**config.mk**
```make
export PLATFORM = sky130hd
export DESIGN_NAME = pulse_gen_multi
export DESIGN_NICKNAME = d
export VERILOG_FILES = /design/src/rtl/pulse_gen_pkg.sv /design/src/rtl/pulse_gen_chan.sv /design/src/rtl/pulse_gen_multi.sv
export SDC_FILE = /design/constraint.sdc
export NUM_CORES = 1
export LEC_CHECK = 0
export CORE_MARGIN = 4
export CORE_UTILIZATION = 49
export DETAILED_ROUTE_END_ITERATION = 10
export HOLD_SLACK_MARGIN = 0.08
export PLACE_DENSITY_LB_ADDON = 0.3
export REMOVE_ABC_BUFFERS = 1
export SLEW_MARGIN = 40
export SYNTH_ARGS = -nofsm -noshare
export SYNTH_HDL_FRONTEND = slang
export SYNTH_SLANG_ARGS = --single-unit
```
**constraint.sdc**
```tcl
create_clock -name clk -period 3.5 [get_ports clk]
set_input_delay 0.7 -clock clk [delete_from_list [all_inputs] [get_ports clk]]
set_output_delay 0.7 -clock clk [all_outputs]
set_load 0.01 [all_outputs]
```
**src/rtl/pulse_gen_pkg.sv**
```systemverilog
// pulse_gen_pkg: mode and FSM state encodings shared by the pulse generator
package pulse_gen_pkg;
  typedef enum logic [1:0] {MODE_OFF, MODE_CONT, MODE_BURST, MODE_SINGLE} mode_t;
  typedef enum logic {ST_IDLE, ST_RUN} state_t;
endpackage

```
**src/rtl/pulse_gen_chan.sv**
```systemverilog
// pulse_gen_chan: per-channel phase window compare, mask and output register
module pulse_gen_chan #(
  parameter int CNT_W = 14,
  parameter int VW    = 15
) (
  input  logic             clk,
  input  logic             reset,
  input  logic             run,
  input  logic             mask,
  input  logic [CNT_W-1:0] cnt,
  input  logic [CNT_W-1:0] off,
  input  logic [CNT_W:0]   len,
  input  logic [VW-1:0]    weff,
  output logic             pulse
);
  logic [CNT_W:0] pos;
  // off is already reduced modulo len, so one conditional add handles the wrap
  always_comb pos = (cnt >= off) ? {1'b0, cnt - off} : {1'b0, cnt} + len - {1'b0, off};
  always_ff @(posedge clk) pulse <= !reset && run && mask && (VW'(pos) < weff);
endmodule

```
**src/rtl/pulse_gen_multi.sv**
```systemverilog
// pulse_gen_multi: multi-channel test-pulse generator (continuous, burst, single-shot)
// Define PULSE_GEN_STAGGER_EN to add stagger_cfg and per-channel phase offsets.
module pulse_gen_multi
  import pulse_gen_pkg::*;
#(
  parameter int NUM_CH     = 16,
  parameter int CNT_W      = 14,
  parameter int WID_W      = 8,
  parameter int BURST_W    = 8,
  parameter int DEF_PERIOD = 11999,
  parameter int DEF_WIDTH  = 4
) (
  input  logic               clk,
  input  logic               reset,
  input  logic               enable,
  input  logic [1:0]         mode,
  input  logic               cfg_valid,
  input  logic [CNT_W-1:0]   period_cfg,
  input  logic [WID_W-1:0]   width_cfg,
  input  logic [BURST_W-1:0] burst_cfg,
  input  logic               trig_in,
  input  logic [NUM_CH-1:0]  chan_mask,
`ifdef PULSE_GEN_STAGGER_EN
  input  logic [CNT_W-1:0]   stagger_cfg,
`endif
  output logic [NUM_CH-1:0]  pulse_out,
  output logic               spare_out,
  output logic               busy,
  output logic               burst_done
);
  localparam int VW = (CNT_W > WID_W ? CNT_W : WID_W) + 1;
  state_t st;
  mode_t md;
  logic [CNT_W-1:0] cnt, per_a, per_p, per_n, per_e;
  logic [WID_W-1:0] wid_a, wid_p, wid_n;
  logic [BURST_W-1:0] bur_p, bur_n, rem;
  logic [CNT_W:0] len;
  logic [VW-1:0] weff;
  logic trig_q, run, wrap, apply, go, stop;
  always_comb begin
    per_n = cfg_valid ? period_cfg : per_p;
    wid_n = cfg_valid ? width_cfg : wid_p;
    bur_n = cfg_valid ? burst_cfg : bur_p;
    per_e = (per_a == '0) ? CNT_W'(1) : per_a;
    len   = {1'b0, per_e} + (CNT_W+1)'(1);
    weff  = (VW'(wid_a) < VW'(per_e)) ? VW'(wid_a) : VW'(per_e);
    run   = st == ST_RUN;
    wrap  = run && cnt == per_e;
    apply = !run || wrap;
    go    = !run && enable && (mode == MODE_CONT ||
            ((mode == MODE_BURST || mode == MODE_SINGLE) && trig_in && !trig_q));
    stop  = !enable || mode == MODE_OFF || mode != md;
  end
  always_ff @(posedge clk) begin
    if (reset) begin
      st         <= ST_IDLE;
      md         <= MODE_OFF;
      cnt        <= '0;
      rem        <= '0;
      trig_q     <= 1'b0;
      per_a      <= CNT_W'(DEF_PERIOD);
      per_p      <= CNT_W'(DEF_PERIOD);
      wid_a      <= WID_W'(DEF_WIDTH);
      wid_p      <= WID_W'(DEF_WIDTH);
      bur_p      <= BURST_W'(1);
      spare_out  <= 1'b0;
      burst_done <= 1'b0;
    end else begin
      trig_q     <= trig_in;
      per_p      <= per_n;
      wid_p      <= wid_n;
      bur_p      <= bur_n;
      spare_out  <= run && VW'(cnt) < weff;
      burst_done <= 1'b0;
      if (apply) begin
        per_a <= per_n;
        wid_a <= wid_n;
      end
      if (!run) begin
        cnt <= '0;
        if (go) begin
          st  <= ST_RUN;
          md  <= mode_t'(mode);
          rem <= (mode == MODE_SINGLE || bur_n == '0) ? BURST_W'(1) : bur_n;
        end
      end else if (stop) begin
        st  <= ST_IDLE;
        cnt <= '0;
      end else begin
        cnt <= wrap ? '0 : cnt + CNT_W'(1);
        if (wrap && md != MODE_CONT) begin
          rem <= rem - BURST_W'(1);
          if (rem == BURST_W'(1)) begin
            st         <= ST_IDLE;
            burst_done <= 1'b1;
          end
        end
      end
    end
  end
  assign busy = run;
`ifdef PULSE_GEN_STAGGER_EN
  logic [CNT_W-1:0] stg_p, stg_n;
  logic [CNT_W:0] len_n;
  always_comb begin
    stg_n = cfg_valid ? stagger_cfg : stg_p;
    len_n = (per_n == '0) ? (CNT_W+1)'(2) : {1'b0, per_n} + (CNT_W+1)'(1);
  end
  always_ff @(posedge clk) stg_p <= reset ? '0 : stg_n;
`endif
  for (genvar i = 0; i < NUM_CH; i++) begin : g_ch
    logic [CNT_W-1:0] off;
`ifdef PULSE_GEN_STAGGER_EN
    always_ff @(posedge clk)
      off <= reset ? '0 : apply ? CNT_W'(({5'd0, stg_n} * (CNT_W+5)'(i)) % {4'd0, len_n}) : off;
`else
    assign off = '0;
`endif
    pulse_gen_chan #(.CNT_W(CNT_W), .VW(VW)) u_chan (
      .clk(clk), .reset(reset), .run(run), .mask(chan_mask[i]), .cnt(cnt),
      .off(off), .len(len), .weff(weff), .pulse(pulse_out[i])
    );
  end
endmodule

```
### Word-level counts from Yosys, hierarchy flattened

Cells that the tools add are included.

| storage, ports and cells | value |
|---|---|
| bits in registers | 96 |
| input port bits | 53 |
| word-level logic and storage cells | 122 |

| cells by class | value |
|---|---|
| add/subtract/negate cells | 4 |
| order comparisons | 4 |
| eq/ne operators | 9 |
| multiplexer cells | 17 |
| bitwise operators | 2 |
| reductions and logical operators | 58 |

Operators by type and width:

| kind | count |
|---|---|
| 8-bit two-way mux | 7 |
| 14-bit two-way mux | 3 |
| 1-bit logical AND | 40 |
| 14-bit by 1-bit adder with 15-bit output (second input constant) | 1 |
| 14-bit by 15-bit adder with 15-bit output | 1 |
| 15-bit by 14-bit less-than comparator with 1-bit output | 1 |
| 15-bit two-way mux | 1 |
| 14-bit by 1-bit adder with 14-bit output (second input constant) | 1 |
| 14-bit equality test | 1 |
| 14-bit by 1-bit greater-or-equal comparator with 1-bit output (second input constant) | 1 |
| 14-bit logical NOT | 1 |
| 14-bit less-than comparator | 1 |
| 8-bit by 14-bit less-than comparator with 1-bit output | 1 |
| 8-bit by 1-bit equality test with 1-bit output (second input constant) | 1 |
| 8-bit logical NOT | 1 |
| 4-bit OR reduction | 2 |
| 8-bit by 1-bit subtractor with 8-bit output (second input constant) | 1 |
| 1-bit logical OR | 6 |
| 1-bit two-way mux | 6 |
| 2-bit equality test (second input constant) | 2 |
| 1-bit logical NOT | 4 |
| 2-bit by 1-bit inequality test with 1-bit output (second input constant) | 2 |
| 3-bit AND reduction | 1 |
| 2-bit by 1-bit equality test with 1-bit output (second input constant) | 1 |
| 6 further kinds | 7 |

### Longest topological paths before layout

| logic depth | value |
|---|---|
| depth in word-level cells | 8 |
| mapped depth | 16 |
| depth with buffers taken out | 15 |

### By module

From an unflattened synthesis, not the netlist that was laid out.

| unflattened totals | value |
|---|---|
| cells, all modules | 5847 |
| area, all modules | 42246.8 µm² |

Modules (own cells, without submodules):

| module | instances | cells each | area each (µm²) | seq. area each (µm²) |
|---|---|---|---|---|
| pulse_gen_chan (g_ch[2].u_chan ...) | 3 | 340 | 2416.1 | 20.0 |
| pulse_gen_chan (g_ch[6].u_chan ...) | 3 | 336 | 2347.3 | 20.0 |
| pulse_gen_chan (g_ch[0].u_chan ...) | 3 | 327 | 2290.9 | 20.0 |
| pulse_gen_chan (g_ch[13].u_chan ...) | 3 | 320 | 2275.9 | 20.0 |
| pulse_gen_multi | 1 | 516 | 4460.5 | 1601.5 |
| pulse_gen_chan (g_ch[1].u_chan) | 1 | 353 | 2504.9 | 20.0 |
| pulse_gen_chan (g_ch[9].u_chan) | 1 | 344 | 2449.8 | 20.0 |
| pulse_gen_chan (g_ch[12].u_chan) | 1 | 343 | 2442.3 | 20.0 |
| pulse_gen_chan (g_ch[5].u_chan) | 1 | 322 | 2398.6 | 20.0 |

### Worst setup path before layout

Ideal clock, no wire load.

| timing | value |
|---|---|
| path kind | flip-flop to flip-flop |
| from | register per_a[4] |
| to | register g_ch[0].u_chan.pulse |
| setup time | 0.059 ns |
| data arrival time | 3.518 ns |
| required time | 3.441 ns |
| slack | -0.077 ns |
| cell stages (with the launch flop) | 17 |
| buffers on the path | 1 |
| clock period less this slack | 3.577 ns |
| cell sequence | dfxtp_1 -> inv_1 -> ha_1 -> a21o_1 -> a211o_1 -> o21ai_0 -> a21oi_1 -> o21ai_2 -> mux2i_1 -> ha_1 -> a21o_1 -> a21o_1 -> a21oi_1 -> o221ai_1 -> a41oi_1 -> clkbuf_1 -> and2_1 |

| between the ends | value |
|---|---|
| cells in the longest elaborated chain, start to end | 7 |

RTL lines:

| what | line | RTL |
|---|---|---|
| from (decl) | pulse_gen_multi.sv:34 | `logic [CNT_W-1:0] cnt, per_a, per_p, per_n, per_e;` |
| from (signal assigned) | pulse_gen_multi.sv:61 | `per_a <= CNT_W'(DEF_PERIOD);` |
| from (signal assigned) | pulse_gen_multi.sv:76 | `per_a <= per_n;` |
| 14-bit logical NOT | pulse_gen_multi.sv:44 | `per_e = (per_a == '0) ? CNT_W'(1) : per_a;` |
| 14-bit two-way mux (*) | pulse_gen_multi.sv:44 |  |
| 14-bit by 1-bit adder with 15-bit output | pulse_gen_multi.sv:45 | `len = {1'b0, per_e} + (CNT_W+1)'(1);` |
| 14-bit by 15-bit adder with 15-bit output | pulse_gen_chan.sv:18 | `always_comb pos = (cnt >= off) ? {1'b0, cnt - off} : {1'b0, cnt} + len - {1'b0, off};` |
| 15-bit two-way mux | pulse_gen_chan.sv:18 |  |
| 15-bit by 14-bit less-than comparator with 1-bit output (*) | pulse_gen_chan.sv:19 | `always_ff @(posedge clk) pulse <= !reset && run && mask && (VW'(pos) < weff);` |
| 1-bit logical AND (*) | pulse_gen_chan.sv:19 |  |
| to (signal assigned) | pulse_gen_chan.sv:19 |  |
| to (decl) | pulse_gen_chan.sv:14 | `output logic pulse` |

Mark *: on every way between the ends. The rest lies on a longest branch, timed or not.
A chain may end at the register's enable or synchronous reset.

### Worst setup path in the final report

| timing | value |
|---|---|
| from | register per_a[4] |
| to | register g_ch[8].u_chan.pulse |

| between the ends | value |
|---|---|
| cells in the longest elaborated chain, start to end | 7 |

RTL lines:

| what | line |
|---|---|
| 14-bit logical NOT | pulse_gen_multi.sv:44 |
| 14-bit two-way mux (*) | pulse_gen_multi.sv:44 |
| 14-bit by 1-bit adder with 15-bit output | pulse_gen_multi.sv:45 |
| 14-bit by 15-bit adder with 15-bit output | pulse_gen_chan.sv:18 |
| 15-bit two-way mux | pulse_gen_chan.sv:18 |
| 15-bit by 14-bit less-than comparator with 1-bit output (*) | pulse_gen_chan.sv:19 |
| 1-bit logical AND (*) | pulse_gen_chan.sv:19 |
| to (signal assigned) | pulse_gen_chan.sv:19 |
| to (decl) | pulse_gen_chan.sv:14 |

Marked as above.

==> results.toml <==
[synth]
syn-instance-count = 488
synth_area_leaders = "dfxtp_1 40%, mux2i_1 8.2%, ha_1 6.0%, nor2_1 3.9%, xnor2_1 2.9%"
synth_top_area_share_pct = 40.20
yosysTopAreaCell = "dfxtp_1"
synth_area_um2 = 4781
yosys_warnings = 0
synth.yosys.seq_area_share_pct = 40.20
synth_top_cells_by_count = "96 x dfxtp_1, 50 x nor2_1, 39 x mux2i_1"
post-synth-top-count-cell = "dfxtp_1"
syn_avg_cell_area_um2 = 9.797
ys_async_sr_fraction_pct = 0
yosysUniqueCellTypes = 59
yosys_most_used_dff = "dfxtp_1"
synth-seq-cells = 96
synth_edf_count = 0

[routing]
wl_per_cell_um = 14.63
initialDrtViolationCount = 99
dr.pass1.iters = 4
ant_nets = 0
vias = 3594
viasPerCell = 5.091
route.detailed.drc = 0
routed_wl_um = 10330

[setup_path]
crit_fanout = 6
path_class = "flip-flop to flip-flop"
arrival_ps = 3720
start_kind = "flip-flop"
end_kind = "flip-flop"
worstPathRequired_ps = 3830

[die]
coreArea_um2 = 9371
ios = 72
die_x_um = 106.8
rows = 35
die_area_um2 = 11400
die_height_um = 106.8
start_util_pct = 51.01

[outcome]
status = "finished, final reports clean"

[clock_network]
cts.hold.buffers_added = 0
clock-sinks = 96
cts_buffers = 9
path_clk_slew_ps = 100
cts_tree = "built"
cts.htree.levels = 3
clockBufferDepth = 2
cts_root_buf = "clkbuf_8"
insertion_delay_ps = 370

[final_layout]
drive_above_1_share_pct = 18.37
final_util_pct = 63.22
nNetsFinal = 648
final.fill_count = 776
area_growth_pct = 23.92
antenna_cells = 0

[timing]
max_slew.worst_pin.slew_ps = 758.2
clock.fmax_mhz = 294.3
hold_viol = 0
tns_ps = 0
min_period_ps = 3398
slew_violations = 0
relSlewSlack_pct = 48.74
fin_crit_sh_pct = 97.08
setup_ws_ps = 102.1
worst_hold_slack_ps = 487.2
fin_skew_ps = 11.07
finalSetupViolations = 0

[placed_design]
dp_hpwl_um = 7513
place_ws_ps = -361.8
io_buffers = 71
place.gp.congestion = 0.8830

[grt]
grt_max_degree = 67
grt_pass1_vias = 3582
antenna_found_initial = 0
grt_usage_pct = 18.08
grt_pass1_wl_um = 16490
gr-total-overflow = 0

[job]
maxCapViolCount = 0

[power_and_ir_drop]
power_density_nw_per_um2 = 371.7
power_leakage_uw = 0.002462
design_power_total_uw = 2202
ir_drop_mv = 0.2181

[hold_path]
hold_path.class = "flip-flop to flip-flop"
==> registers in the layout, indices dropped and copies added, names as in the netlist <==
| signal | flops |
|---|---|
| bur_p | 8 |
| burst_done | 1 |
| busy | 1 |
| cnt | 14 |
| g_ch.u_chan.pulse | 16 |
| md | 2 |
| per_a | 14 |
| per_p | 14 |
| rem | 8 |
| spare_out | 1 |
| trig_q | 1 |
| wid_a | 8 |
| wid_p | 8 |
==> cells by family after synthesis <==
kind of cell    synth area share [%]
compound gates                 11.23
buf+inv                        6.202
flops                          40.20
fa+ha+maj                      6.019
simple gates                   19.58
other cells                  0.07844
mux                            10.99
xor+xnor                       5.705
==> metal layers <==
layer | vias up | global-route usage [%] | wire, um
li1 | 1833 | - | -
met1 | 1671 | 21.53 | 4648
met2 | 76 | 31.34 | 4973
met3 | 14 | 5.117 | 547
met4 | 0 | 5.936 | 163
met5 | - | 0 | 0
==> area by class of cell <==
class                      instances  area (um2)  area share (%)
sequential                        96        1927           32.52
multi-input combinational        346        2636           44.50
inverter                          16       60.06           1.014
timing repair buffer             103       952.2           16.07
tap                              129       161.4           2.724
clock buffer                       9       123.9           2.091
clock inverter                     7       63.81           1.077
==> cell usage in the layout, fill, tap and decap left out, drive strengths merged, types with 6 or more instances in the layout <==
cell type,netlist,routed
a21oi,16,16
a211oi,15,15
inv,15,18
buf,24,34
clkdlybuf4s50,0,69
ha,23,23
nand2,18,18
nor2,59,59
xnor2,17,17
nand2b,14,14
conb,1,6
or2,14,14
nand4,7,7
mux2i,39,39
dfxtp,96,96
clkbuf,11,9
nor3,9,9
o21ai,15,15
and2,18,18
nand3,10,10
xor2,12,12
mux2,12,12
==> power by group <==
group | switching (uW) | internal (uW) | leakage (uW)
clock network | 425 | 273 | 0.0000899
registers | 33.6 | 1140 | 0.000787
logic | 152 | 179 | 0.00159
total | 610 | 1590 | 0.00246
==> through the flow <==
stage,instance area (um2),cells
4_1_cts,5838,702
2_1_floorplan,4563,458
3_5_place_dp,5637,685
6_report,5924,706
3_3_place_gp,5628,685
5_1_grt,5924,706
==> worst max-delay path: stages (launching register included) <==
cell,delay (ps)
dfxtp_2,330
buf_4,150
nor4_4,350
a41oi_4,170
o21ai_0,210
a21oi_1,100
o21ai_2,130
buf_6,140
buf_4,130
mux2i_2,210
ha_1,270
nand4_1,140
a2111oi_4,60
a21oi_1,160
o221ai_1,170
a41oi_2,320
buf_4,200
and2_1,120
==> what timing repair did <==
action	4_1_cts	5_1_grt
gates cloned	0	2
pin swaps	1	7
resized for setup	2	16
setup buffers	1	2
endpoints found under the setup margin	17	17
==> worst paths after layout <==
check	startpoint	end	slack (ps)	cells after the start
worst max-delay path	per_a[4]	g_ch[8].u_chan.pulse	100	17
worst min-delay path	rem[7]	rem[7]	490	2
worst max register to register	per_a[4]	g_ch[8].u_chan.pulse	100	17
worst min register to register	rem[7]	rem[7]	490	2
No activity file was read; power rests on OpenSTA's default activity.
